<file path="config.mk">
export PLATFORM = sky130hd
export DESIGN_NAME = banked_reservation_station_flat
export DESIGN_NICKNAME = d
export VERILOG_FILES = /design/src/rtl/banked_reservation_station_pkg.sv /design/src/rtl/banked_reservation_station_if.sv /design/src/rtl/banked_reservation_station_select.sv /design/src/rtl/banked_reservation_station.sv /design/src/flat_wrapper.sv
export SDC_FILE = /design/constraint.sdc
export NUM_CORES = 1
export LEC_CHECK = 0
export ABC_AREA = 1
export BUFFER_PORTS_ARGS = -buffer_cell sky130_fd_sc_hd__buf_4
export CAP_MARGIN = 25
export CORE_UTILIZATION = 46
export CTS_CLUSTER_SIZE = 40
export DETAILED_ROUTE_END_ITERATION = 6
export MAX_ROUTING_LAYER = met4
export SLEW_MARGIN = 20
export SYNTH_ARGS = -nofsm -noshare
export SYNTH_HDL_FRONTEND = slang
export SYNTH_SLANG_ARGS = --single-unit
</file>
<file path="constraint.sdc">
create_clock -name clk -period 7 [get_ports clk]
set_input_delay 0.35 -clock clk [delete_from_list [all_inputs] [get_ports clk]]
set_output_delay 0.35 -clock clk [all_outputs]
set_load 0.01 [all_outputs]
</file>
<file path="src/rtl/banked_reservation_station_pkg.sv">
// Shared types and sizes for the banked reservation station.
// Also holds the age comparison used by the per-bank oldest-entry select.
package banked_reservation_station_pkg;

  localparam int PHY_REG_NUM = 64;
  localparam int ROB_DEPTH   = 64;
  localparam int PREG_W      = $clog2(PHY_REG_NUM);
  localparam int ROB_W       = $clog2(ROB_DEPTH);

  typedef logic [PREG_W-1:0] preg_t;
  typedef logic [ROB_W-1:0]  rob_idx_t;

  // FU-specific option code; the station carries it without looking inside
  typedef struct packed {
    logic [3:0] fu_op;
    logic       sign;
    logic [2:0] width;
  } OptionCodeSt;

  typedef struct packed {
    preg_t       psrc0;
    logic        psrc0_valid;
    logic        psrc0_ready;
    preg_t       psrc1;
    logic        psrc1_valid;
    logic        psrc1_ready;
    preg_t       pdest;
    logic [15:0] imm;
    rob_idx_t    rob_idx;
    logic        position_bit;
  } RsBaseSt;

  typedef struct packed {
    preg_t       psrc0;
    preg_t       psrc1;
    preg_t       pdest;
    logic [15:0] imm;
    rob_idx_t    rob_idx;
  } IssueBaseSt;

  // position_bit flips each time rob_idx wraps, so differing bits invert the order
  function automatic logic age_older(input logic pb_a, input rob_idx_t idx_a,
                                     input logic pb_b, input rob_idx_t idx_b);
    return (pb_a == pb_b) ? (idx_a < idx_b) : (idx_a > idx_b);
  endfunction

endpackage

</file>
<file path="src/rtl/banked_reservation_station_if.sv">
// Dispatch, wakeup and issue bus of the banked reservation station.
// slave = the station, master = dispatch/writeback/FU side.
interface banked_reservation_station_if #(
  parameter int BANK_NUM     = 2,
  parameter int BANK_SIZE    = 4,
  parameter int WAKEUP_WIDTH = 4
);
  import banked_reservation_station_pkg::*;

  localparam int OCC_W = $clog2(BANK_SIZE + 1);

  RsBaseSt     [BANK_NUM-1:0]     rs_base_i;
  OptionCodeSt [BANK_NUM-1:0]     option_code_i;
  logic        [BANK_NUM-1:0]     wr_valid_i;
  logic        [BANK_NUM-1:0]     wr_ready_o;
  logic        [WAKEUP_WIDTH-1:0] wakeup_valid_i;
  preg_t       [WAKEUP_WIDTH-1:0] wakeup_pdest_i;
  logic        [BANK_NUM-1:0]     issue_ready_i;
  logic        [BANK_NUM-1:0]     issue_valid_o;
  IssueBaseSt  [BANK_NUM-1:0]     issue_base_o;
  OptionCodeSt [BANK_NUM-1:0]     issue_oc_o;
  logic        [BANK_NUM-1:0][OCC_W-1:0] occupancy_o;

  modport slave (
    input  rs_base_i, option_code_i, wr_valid_i, wakeup_valid_i, wakeup_pdest_i, issue_ready_i,
    output wr_ready_o, issue_valid_o, issue_base_o, issue_oc_o, occupancy_o
  );

  modport master (
    output rs_base_i, option_code_i, wr_valid_i, wakeup_valid_i, wakeup_pdest_i, issue_ready_i,
    input  wr_ready_o, issue_valid_o, issue_base_o, issue_oc_o, occupancy_o
  );

endinterface

</file>
<file path="src/rtl/banked_reservation_station_select.sv">
// rs_oldest_select: picks the oldest requesting entry of one bank.
// Equal ages resolve to the lower entry index.
module rs_oldest_select
  import banked_reservation_station_pkg::*;
#(
  parameter int BANK_SIZE = 4
) (
  input  logic     [BANK_SIZE-1:0]         req_i,
  input  logic     [BANK_SIZE-1:0]         pb_i,
  input  rob_idx_t [BANK_SIZE-1:0]         rob_idx_i,
  output logic     [BANK_SIZE-1:0]         gnt_o,
  output logic     [$clog2(BANK_SIZE)-1:0] gnt_idx_o,
  output logic                             gnt_valid_o
);
  localparam int IDX_W = $clog2(BANK_SIZE);

  logic             sel_vld;
  logic [IDX_W-1:0] sel_idx;

  always_comb begin
    sel_vld = 1'b0;
    sel_idx = '0;
    for (int e = 0; e < BANK_SIZE; e++) begin
      // strict comparison keeps the earlier (lower) index on a tie
      if (req_i[e] && (!sel_vld ||
          age_older(pb_i[e], rob_idx_i[e], pb_i[sel_idx], rob_idx_i[sel_idx]))) begin
        sel_vld = 1'b1;
        sel_idx = IDX_W'(e);
      end
    end
  end

  always_comb begin
    gnt_o = '0;
    if (sel_vld) gnt_o[sel_idx] = 1'b1;
  end

  assign gnt_idx_o   = sel_idx;
  assign gnt_valid_o = sel_vld;

endmodule

</file>
<file path="src/rtl/banked_reservation_station.sv">
// Banked reservation station: wakeup capture and oldest-ready issue per bank.
// RS_WAKEUP_BYPASS_EN: same-cycle wakeups also count toward issuability.
module banked_reservation_station
  import banked_reservation_station_pkg::*;
#(
  parameter int BANK_NUM     = 2,
  parameter int BANK_SIZE    = 4,
  parameter int WAKEUP_WIDTH = 4
) (
  input logic clk,
  input logic a_rst_n,
  input logic flush_i,
  banked_reservation_station_if.slave bus
);
  localparam int IDX_W = $clog2(BANK_SIZE);
  localparam int OCC_W = $clog2(BANK_SIZE + 1);

  logic [BANK_NUM-1:0][BANK_SIZE-1:0] valid_q, valid_d;
  RsBaseSt     base_q [BANK_NUM][BANK_SIZE];
  RsBaseSt     base_d [BANK_NUM][BANK_SIZE];
  OptionCodeSt oc_q   [BANK_NUM][BANK_SIZE];
  OptionCodeSt oc_d   [BANK_NUM][BANK_SIZE];
  logic [BANK_NUM-1:0][OCC_W-1:0] occ_q, occ_d;

  logic     [BANK_NUM-1:0][BANK_SIZE-1:0] req, pb_vec, gnt_oh;
  rob_idx_t [BANK_NUM-1:0][BANK_SIZE-1:0] rob_vec;
  logic     [BANK_NUM-1:0][IDX_W-1:0]     gnt_idx, free_idx;
  logic     [BANK_NUM-1:0]                gnt_vld, free_vld;

  function automatic logic wk_hit(input preg_t p, input logic [WAKEUP_WIDTH-1:0] wv,
                                  input preg_t [WAKEUP_WIDTH-1:0] wp);
    logic hit;
    hit = 1'b0;
    for (int k = 0; k < WAKEUP_WIDTH; k++)
      hit = hit | (wv[k] & (wp[k] == p));
    return hit & (p != '0);
  endfunction

  function automatic RsBaseSt wk_apply(input RsBaseSt e, input logic [WAKEUP_WIDTH-1:0] wv,
                                       input preg_t [WAKEUP_WIDTH-1:0] wp);
    RsBaseSt r;
    r = e;
    if (e.psrc0_valid && wk_hit(e.psrc0, wv, wp)) r.psrc0_ready = 1'b1;
    if (e.psrc1_valid && wk_hit(e.psrc1, wv, wp)) r.psrc1_ready = 1'b1;
    return r;
  endfunction

  always_comb begin
    req     = '0;
    pb_vec  = '0;
    rob_vec = '0;
    for (int b = 0; b < BANK_NUM; b++) begin
      for (int e = 0; e < BANK_SIZE; e++) begin
        pb_vec[b][e]  = base_q[b][e].position_bit;
        rob_vec[b][e] = base_q[b][e].rob_idx;
`ifdef RS_WAKEUP_BYPASS_EN
        req[b][e] = valid_q[b][e]
          & (~base_q[b][e].psrc0_valid | base_q[b][e].psrc0_ready
             | wk_hit(base_q[b][e].psrc0, bus.wakeup_valid_i, bus.wakeup_pdest_i))
          & (~base_q[b][e].psrc1_valid | base_q[b][e].psrc1_ready
             | wk_hit(base_q[b][e].psrc1, bus.wakeup_valid_i, bus.wakeup_pdest_i));
`else
        req[b][e] = valid_q[b][e]
          & (~base_q[b][e].psrc0_valid | base_q[b][e].psrc0_ready)
          & (~base_q[b][e].psrc1_valid | base_q[b][e].psrc1_ready);
`endif
      end
    end
  end

  for (genvar b = 0; b < BANK_NUM; b++) begin : g_bank
    rs_oldest_select #(.BANK_SIZE(BANK_SIZE)) u_sel (
      .req_i      (req[b]),
      .pb_i       (pb_vec[b]),
      .rob_idx_i  (rob_vec[b]),
      .gnt_o      (gnt_oh[b]),
      .gnt_idx_o  (gnt_idx[b]),
      .gnt_valid_o(gnt_vld[b])
    );
  end

  // lowest free entry, taken from the pre-issue state so it never collides with the issued one
  always_comb begin
    free_vld = '0;
    free_idx = '0;
    for (int b = 0; b < BANK_NUM; b++) begin
      for (int e = BANK_SIZE - 1; e >= 0; e--) begin
        if (!valid_q[b][e]) begin
          free_vld[b] = 1'b1;
          free_idx[b] = IDX_W'(e);
        end
      end
    end
  end

  always_comb begin
    bus.wr_ready_o    = free_vld;
    bus.issue_valid_o = gnt_vld;
    bus.occupancy_o   = occ_q;
    bus.issue_base_o  = '0;
    bus.issue_oc_o    = '0;
    for (int b = 0; b < BANK_NUM; b++) begin
      if (gnt_vld[b]) begin
        bus.issue_base_o[b].psrc0   = base_q[b][gnt_idx[b]].psrc0;
        bus.issue_base_o[b].psrc1   = base_q[b][gnt_idx[b]].psrc1;
        bus.issue_base_o[b].pdest   = base_q[b][gnt_idx[b]].pdest;
        bus.issue_base_o[b].imm     = base_q[b][gnt_idx[b]].imm;
        bus.issue_base_o[b].rob_idx = base_q[b][gnt_idx[b]].rob_idx;
        bus.issue_oc_o[b]           = oc_q[b][gnt_idx[b]];
      end
    end
  end

  always_comb begin
    valid_d = valid_q;
    occ_d   = '0;
    for (int b = 0; b < BANK_NUM; b++) begin
      for (int e = 0; e < BANK_SIZE; e++) begin
        base_d[b][e] = wk_apply(base_q[b][e], bus.wakeup_valid_i, bus.wakeup_pdest_i);
        oc_d[b][e]   = oc_q[b][e];
      end
      if (gnt_vld[b] && bus.issue_ready_i[b]) valid_d[b] = valid_d[b] & ~gnt_oh[b];
      if (bus.wr_valid_i[b] && free_vld[b]) begin
        valid_d[b][free_idx[b]] = 1'b1;
        base_d[b][free_idx[b]]  = wk_apply(bus.rs_base_i[b], bus.wakeup_valid_i, bus.wakeup_pdest_i);
        oc_d[b][free_idx[b]]    = bus.option_code_i[b];
      end
      if (flush_i) valid_d[b] = '0;
      for (int e = 0; e < BANK_SIZE; e++)
        occ_d[b] = occ_d[b] + OCC_W'(valid_d[b][e]);
    end
  end

  always_ff @(posedge clk or negedge a_rst_n) begin
    if (!a_rst_n) begin
      valid_q <= '0;
      occ_q   <= '0;
      for (int b = 0; b < BANK_NUM; b++) begin
        for (int e = 0; e < BANK_SIZE; e++) begin
          base_q[b][e] <= '0;
          oc_q[b][e]   <= '0;
        end
      end
    end else begin
      valid_q <= valid_d;
      occ_q   <= occ_d;
      base_q  <= base_d;
      oc_q    <= oc_d;
    end
  end

endmodule

</file>
<file path="src/flat_wrapper.sv">
// flat-port wrapper written by rule: the top's interface ports become plain ports
module banked_reservation_station_flat import banked_reservation_station_pkg::*;
#(
  parameter int BANK_NUM     = 2,
  parameter int BANK_SIZE    = 4,
  parameter int WAKEUP_WIDTH = 4
)
  (clk, a_rst_n, flush_i, bus_rs_base_i, bus_option_code_i, bus_wr_valid_i, bus_wakeup_valid_i, bus_wakeup_pdest_i, bus_issue_ready_i, bus_wr_ready_o, bus_issue_valid_o, bus_issue_base_o, bus_issue_oc_o, bus_occupancy_o);
  banked_reservation_station_if #(.BANK_NUM(BANK_NUM), .BANK_SIZE(BANK_SIZE), .WAKEUP_WIDTH(WAKEUP_WIDTH)) bus_i ();
  input logic clk;
  input logic a_rst_n;
  input logic flush_i;
  input wire logic [$bits(bus_i.rs_base_i)-1:0] bus_rs_base_i;
  input wire logic [$bits(bus_i.option_code_i)-1:0] bus_option_code_i;
  input wire logic [$bits(bus_i.wr_valid_i)-1:0] bus_wr_valid_i;
  input wire logic [$bits(bus_i.wakeup_valid_i)-1:0] bus_wakeup_valid_i;
  input wire logic [$bits(bus_i.wakeup_pdest_i)-1:0] bus_wakeup_pdest_i;
  input wire logic [$bits(bus_i.issue_ready_i)-1:0] bus_issue_ready_i;
  output wire logic [$bits(bus_i.wr_ready_o)-1:0] bus_wr_ready_o;
  output wire logic [$bits(bus_i.issue_valid_o)-1:0] bus_issue_valid_o;
  output wire logic [$bits(bus_i.issue_base_o)-1:0] bus_issue_base_o;
  output wire logic [$bits(bus_i.issue_oc_o)-1:0] bus_issue_oc_o;
  output wire logic [$bits(bus_i.occupancy_o)-1:0] bus_occupancy_o;
  assign bus_i.rs_base_i = bus_rs_base_i;
  assign bus_i.option_code_i = bus_option_code_i;
  assign bus_i.wr_valid_i = bus_wr_valid_i;
  assign bus_i.wakeup_valid_i = bus_wakeup_valid_i;
  assign bus_i.wakeup_pdest_i = bus_wakeup_pdest_i;
  assign bus_i.issue_ready_i = bus_issue_ready_i;
  assign bus_wr_ready_o = bus_i.wr_ready_o;
  assign bus_issue_valid_o = bus_i.issue_valid_o;
  assign bus_issue_base_o = bus_i.issue_base_o;
  assign bus_issue_oc_o = bus_i.issue_oc_o;
  assign bus_occupancy_o = bus_i.occupancy_o;
  banked_reservation_station #(.BANK_NUM(BANK_NUM), .BANK_SIZE(BANK_SIZE), .WAKEUP_WIDTH(WAKEUP_WIDTH)) u_core (.clk(clk), .a_rst_n(a_rst_n), .flush_i(flush_i), .bus(bus_i));
endmodule
</file>
-- After elaboration in Yosys (flattened, before gate mapping)
Index checks and enable logic that the tools add are counted.
- bits in writable memories: 0
- latch bits: 0
- register bits: 438
- output and inout port bits: 106
- memories kept: 0
- ROM bits: 0
- magnitude comparators: 30
- div/mod/pow operators: 0
- equal/unequal tests: 86
- $mul: 0
- bitwise operators: 218
- reduce and logical (&&, ||, !) cells: 68
- multiplexer cells: 122
- shifts and indexed selects: 0
- add/subtract/negate cells: 6
- operator list (kind ; count):
    == test 6 bit ; 80
    bitwise mux 180 bit ; 2
    two-way mux 173 bit ; 2
    two-way mux 45 bit ; 6
    binary-select mux 45 bit (select 2 bit) ; 2
    demux 45 bit (select 2 bit) ; 2
    nonzero test 6 bit ; 20
    bitwise AND 1 bit ; 116
    two-way mux 40 bit ; 2
    OR 1 bit ; 76
    bitwise mux 32 bit ; 2
    two-way mux 8 bit ; 8
    two-way mux 1 bit ; 56
    binary-select mux 6 bit (select 2 bit) ; 4
    greater-than comparator 6 bit ; 6
    logical AND 1 bit ; 36
    < comparator 6 bit ; 6
    binary-select mux 8 bit (select 2 bit) ; 2
    demux 8 bit (select 2 bit) ; 2
    two-way mux 4 bit ; 8
    two-way mux 2 bit ; 12
    two-way mux 6 bit ; 4
    < comparator 2 x 3 -> 1 bit (second input constant) ; 6
    NOT 1 bit ; 16
    other kinds (15) ; 54

-- Longest topological paths before layout
- depth in word-level cells: 37
- gate-level depth with buffers: 44

-- Cells and area by module
Synthesis repeated with hierarchy kept, for this count alone.
- cell total of the unflattened synthesis: 4459
- area, all modules: 28986.6 sq um
- modules (own cells, without submodules) (module ; times used ; cells each ; sequential area each (sq um) ; area each (sq um)):
    banked_reservation_station ; 1 ; 4179 ; 10960.5 ; 27357.5
    rs_oldest_select ; 2 ; 140 ; 0.0 ; 814.5

-- Worst setup path after synthesis
Ideal clock, no wire load.
- path type: reg-to-reg
- start: register u_core.base_q[276] (netlist name)
- end: register u_core.occ_q (netlist bit u_core.bus.occupancy_o[1])
- setup time: 0.126 ns
- path buffers: 5
- arrival time: 5.861 ns
- period minus slack after synthesis: 5.987 ns
- setup slack: 1.013 ns
- stages on the path, launching flop included: 39
- cells stage by stage: dfrtp_1 -> ha_1 -> nand2_1 -> nor2_1 -> nand2_1 -> nand4_1 -> nand3_2 -> nand2_2 -> clkbuf_1 -> nor2_1 -> a21oi_1 -> inv_1 -> ha_1 -> a21oi_1 -> o21ai_0 -> a21oi_1 -> a31oi_1 -> nand2_1 -> (+3 left out) -> buf_1 -> o21ai_0 -> ha_1 -> a21oi_1 -> o21ai_0 -> a21oi_1 -> a31oi_1 -> nand3_1 -> nand3_2 -> nand2_4 -> buf_6 -> buf_2 -> nand4_1 -> nand2_1 -> a21oi_1 -> ha_1 -> fa_1 -> ha_1
- RTL lines (element ; line ; text):
    start, declared ; banked_reservation_station.sv:19 ; RsBaseSt base_q [BANK_NUM][BANK_SIZE];
    start signal, assigned ; banked_reservation_station.sv:147 ; base_q <= base_d;
    end signal, assigned ; banked_reservation_station.sv:137 ; occ_q <= '0;
    end signal, assigned ; banked_reservation_station.sv:146 ; occ_q <= occ_d;
    end, declared ; banked_reservation_station.sv:23 ; logic [BANK_NUM-1:0][OCC_W-1:0] occ_q, occ_d;

-- Worst setup path after layout
- start: register u_core.base_q[276] (netlist name)
- end: output bus_issue_base_o[20]
- word-level cells in the longest chain between the ends: 24
- elaborated cells between the ends (all ways): 38
- RTL lines (element ; line ; text):
    greater-than comparator 6 bit / < comparator 6 bit (equally long branches) ; banked_reservation_station_pkg.sv:44 ; return (pb_a == pb_b) ? (idx_a < idx_b) : (idx_a > idx_b);
    two-way mux 1 bit ; banked_reservation_station_pkg.sv:44 ;
    logical OR 1 bit ; banked_reservation_station_select.sv:25 ; if (req_i[e] && (!sel_vld ||
    logical AND 1 bit ; banked_reservation_station_select.sv:25 ;
    two-way mux 1 bit ; banked_reservation_station_select.sv:25 ;
    binary-select mux 6 bit (select 2 bit) / binary-select mux 1 bit (select 2 bit) (equally long branches) ; banked_reservation_station_select.sv:26 ; age_older(pb_i[e], rob_idx_i[e], pb_i[sel_idx], rob_idx_i[sel_idx]))) begin
    two-way mux 6 bit (implied by the code) / two-way mux 1 bit (equally long branches) ; banked_reservation_station_select.sv:26 ;
    greater-than comparator 6 bit (tied with other cells) ; banked_reservation_station_pkg.sv:44 ;
    (+7 left out) ; n/a ;
    two-way mux 1 bit ; banked_reservation_station_pkg.sv:44 ;
    logical OR 1 bit ; banked_reservation_station_select.sv:25 ;
    logical AND 1 bit ; banked_reservation_station_select.sv:25 ;
    two-way mux 2 bit ; banked_reservation_station_select.sv:25 ;
    NOT 2 -> 3 bit (implied by the code) ; banked_reservation_station.sv:107 ; bus.issue_base_o[b].imm = base_q[b][gnt_idx[b]].imm;
    binary-select mux 45 bit (select 2 bit) ; banked_reservation_station.sv:107 ;
    two-way mux 45 bit (2 in series) ; n/a ;
    two-way mux 40 bit * ; banked_reservation_station.sv:103 ; if (gnt_vld[b]) begin
    end, declared ; flat_wrapper.sv:21 ; output wire logic [$bits(bus_i.issue_base_o)-1:0] bus_issue_base_o;
Mark *: on every way between the ends. The rest lies on a longest branch, timed or not. The select of a mux whose other input is x is not followed.

==> reports/qor.yml <==
status: "finished, violations left"
violations: "DRC, slew limit"
die_x_um: 248
leakage_nw: 14.3
crit_start: "u_core.base_q[276]"
worstReg2RegStart: "u_core.base_q[173]"
setup_violations: 0
critPathTopFamily: "simple AND/OR/NAND/NOR gates"
pwr-share-comb_pct: 28.8
slew_violations: 5
multi_input_area_um2: 14400
synth-compound-area-share_pct: 23.8
grt_max_degree: 164
dpl.hpwl_um: 67600
root_buffer: "clkbuf_16"
pin_count: 247
ant_nets: 0
synth_xor_area_share_pct: 2.30
fin_crit_sh_pct: 93.3
critPathLaunchType: "register"
synth.mux.area_fraction_pct: 0
cts_buffers: 49
wl_um: 110000
yosysWarnings: 0
reg2reg_depth: 35
pwr-share-clk_pct: 29.9
num_vias: 29138
cp_num_buf_inv: 4
pwr-share-seq_pct: 41.4
power.density_nw_per_um2: 271
fillers: 5716
synthesis.area_um2: 27700
hold_class: "input port to register"
holdPathStages: 3
regToRegEndpoint: "u_core.bus.occupancy_o[4]"
finalHoldViolCount: 0
drt_iter0_markers: 3971
maxCapViolCount: 0
drc: 30
maxClockFrequency_mhz: 153
dieArea_um2: 61300
worst_slew_pin_slew_ns: 1.69
clock_skew_ns: 0.0228
critPathKind: "register to primary output"
period_minus_slack_ns: 6.53
timing.setup.tns_ns: 0
drive_gt1_share_pct: 12.1
syn_inst: 3754
yosys.area_share.adder_pct: 1.95
maxSlewHeadroom_pct: -13.0
post-route-util_pct: 53.5
clk_pin_slew_ns: 0.06
cp-end-kind: "primary output"
gp_congestion: 0.999
synth-edff-count: 0
antenna_found_initial: 4
wire_per_inst_um: 24.0
netlist.area_leader.share_pct: 39.5
h-tree-depth: 2
io_buffers: 246
synth_top_family_by_area: "compound AO/OA/AOI/OAI gates"
rows: 89
synth-seq-cells: 438
slowest_stage: "dfrtp_1"
arrival_ns: 6.18
hp-start: "bus_rs_base_i[24]"
synth.avg_cell_area_um2: 7.39
grt_pass1_wl_um: 166000
path_max_fanout: 25
regToRegSetupSlack_ns: 0.82
regArea_um2: 11000
cts_tree: "done"
yosysTopAreaCell: "dfrtp_1"
start_util_pct: 46.7
cts_sinks: 438
die_y_um: 248
ys_async_sr_fraction_pct: 100
synth_nets: 3937
grt_overflow: 0
synthFlopType: "dfrtp_1"
rsz0062_at_grt: "false"
insertion_delay_ns: 0.62
switching_share_pct: 36.9
grt_pass1_vias: 27198
p_int_w: 0.00542
max_stage_delay_ns: 0.40
synthSimpleGateAreaFrac_pct: 22.6
ir_drop_uv: 202
vias_per_cell: 6.35
cp.required_ns: 6.65
first_pass_iters: 7
cts.path.max_buffers: 3
ys_seq_area_share_pct: 39.5
nets: 3962
grt_use_total_pct: 36.3
min_to: "u_core.base_q[249]"
switchingPower_w: 0.00317
ys_types: 47
yosys-top-cells-area: "dfrtp_1, nand2_1, o21ai_0, inv_1, o22ai_1"
dp.cells: 4480
syn_to_final_growth_pct: 14.5
fin_cells: 4590
core-area_um2: 59400
[per-stage QoR]
stage	total power (W)	hold WS (ns)	instance area, um^2	setup WS (ns)
3_3_place_gp	0.00588	0.456	29600	0.651
5_1_grt	0.00906	0.0535	31700	0.00603
4_1_cts	0.00853	0.0198	31300	0.0148
2_1_floorplan	0.00505	0.0544	27700	1.01
3_5_place_dp	0.00595	0.464	29600	0.440
6_report	0.00859	0.0381	31700	0.471
[power by group through the flow]
stage	Clock [W]	Combinational, W	Sequential [W]
floorplan	0	0.00179	0.00327
detailed placement	0	0.00238	0.00356
CTS	0.00261	0.00239	0.00353
global route	0.00271	0.00275	0.00360
global placement	0	0.00233	0.00355
finish	0.00256	0.00247	0.00356
[cells in the mapped netlist (all sizes together) (3+ instances only)]
cell type and number:
inv 339, clkinv 15, clkbuf 246, o311ai 11, o21bai 4, a32oi 4
a22oi 4, a21oi 128, o221ai 19, nand3b 62, buf 87, a2111oi 29
a31oi 12, o22ai 172, nor4 32, nor3 12, nand4 64, xnor2 35
a31o 3, nand3 181, a221oi 66, xor2 38, o21ai 490, or2 40
nor2 224, ha 40, a311oi 4, o211ai 15, o2111ai 105, nand2 822
a41oi 3, dfrtp 438
[worst reg2reg max path, delay by kind of cell (launching register included)]
kind / cells / cell delay [ns]
AND/OR/NAND/NOR: 13 / 2.30
AO/OA/AOI/OAI: 12 / 1.54
adder cells (fa/ha/maj): 5 / 1.47
flip-flops: 1 / 0.40
buffers and inverters: 5 / 0.36
[sequential cells by signal, summed over array words and instances (netlist names)]
| register | count |
|---|---|
| u_core.base_q | 360 |
| u_core.oc_q | 64 |
| u_core.valid_q | 8 |
| u_core.bus.occupancy_o | 6 |
[worst max-delay path by stage]
stage | to | slack [ns] | cells past startpoint
3_5_place_dp | u_core.bus.occupancy_o[4] | 0.44 | 35
6_report | bus_issue_base_o[20] | 0.47 | 33
3_3_place_gp | bus_issue_base_o[52] | 0.65 | 31
5_1_grt | bus_issue_base_o[36] | 0.006 | 35
4_1_cts | bus_issue_base_o[26] | 0.01 | 34
2_1_floorplan | u_core.bus.occupancy_o[1] | 1.01 | 38
[cell usage in the layout, fill, tap and decap left out, types with 15 or more instances in the layout]
master and instances:
nand3_1 174, xor2_1 38, a221oi_1 66, o22ai_1 172, nor4_1 32, ha_1 40
nor2_1 220, nand2_1 806, o211ai_1 15, dfrtp_1 438, o221ai_1 19, xnor2_1 35
nand4_1 64, buf_4 282, a21oi_1 125, o2111ai_1 105, clkinv_1 15, or2_2 39
nand3b_1 62, inv_1 333, clkbuf_16 49, a2111oi_0 29, o21ai_0 490
[kinds of logic after synthesis]
logic type	Yosys count
compound gates	1075
flops	438
buf+inv	687
fa+ha+maj	42
xor+xnor	73
simple gates	1439
[per-layer routing]
metal | routed length, um | track usage (%) | vias up
met5 | 0 | - | -
met4 | 3600 | 12.0 | 0
met3 | 12500 | 7.83 | 290
met2 | 47200 | 52.1 | 1867
met1 | 47100 | 50.7 | 13958
li1 | - | - | 13023
[repair_timing]
action / 4_1_cts / 5_1_grt
setup endpoints to repair: 38 / 97
hold endpoints to repair: 114 / 0
gates cloned: 0 / 4
pin swaps: 0 / 4
setup buffers: 0 / 9
hold buffers: 1 / 0
gates resized for setup: 3 / 38
[cell type report]
class                           count  share of cell area [%]
Inverter                          354                    4.23
Clock inverter                     19                   0.658
Multi-Input combinational cell   2633                    45.3
Antenna cell                        4                  0.0315
Clock buffer                       66                    4.32
Timing Repair Buffer              303                    7.88
Sequential cell                   438                    34.5
Tap cell                          773                    3.05
No activity file was read; power rests on OpenSTA's default activity.
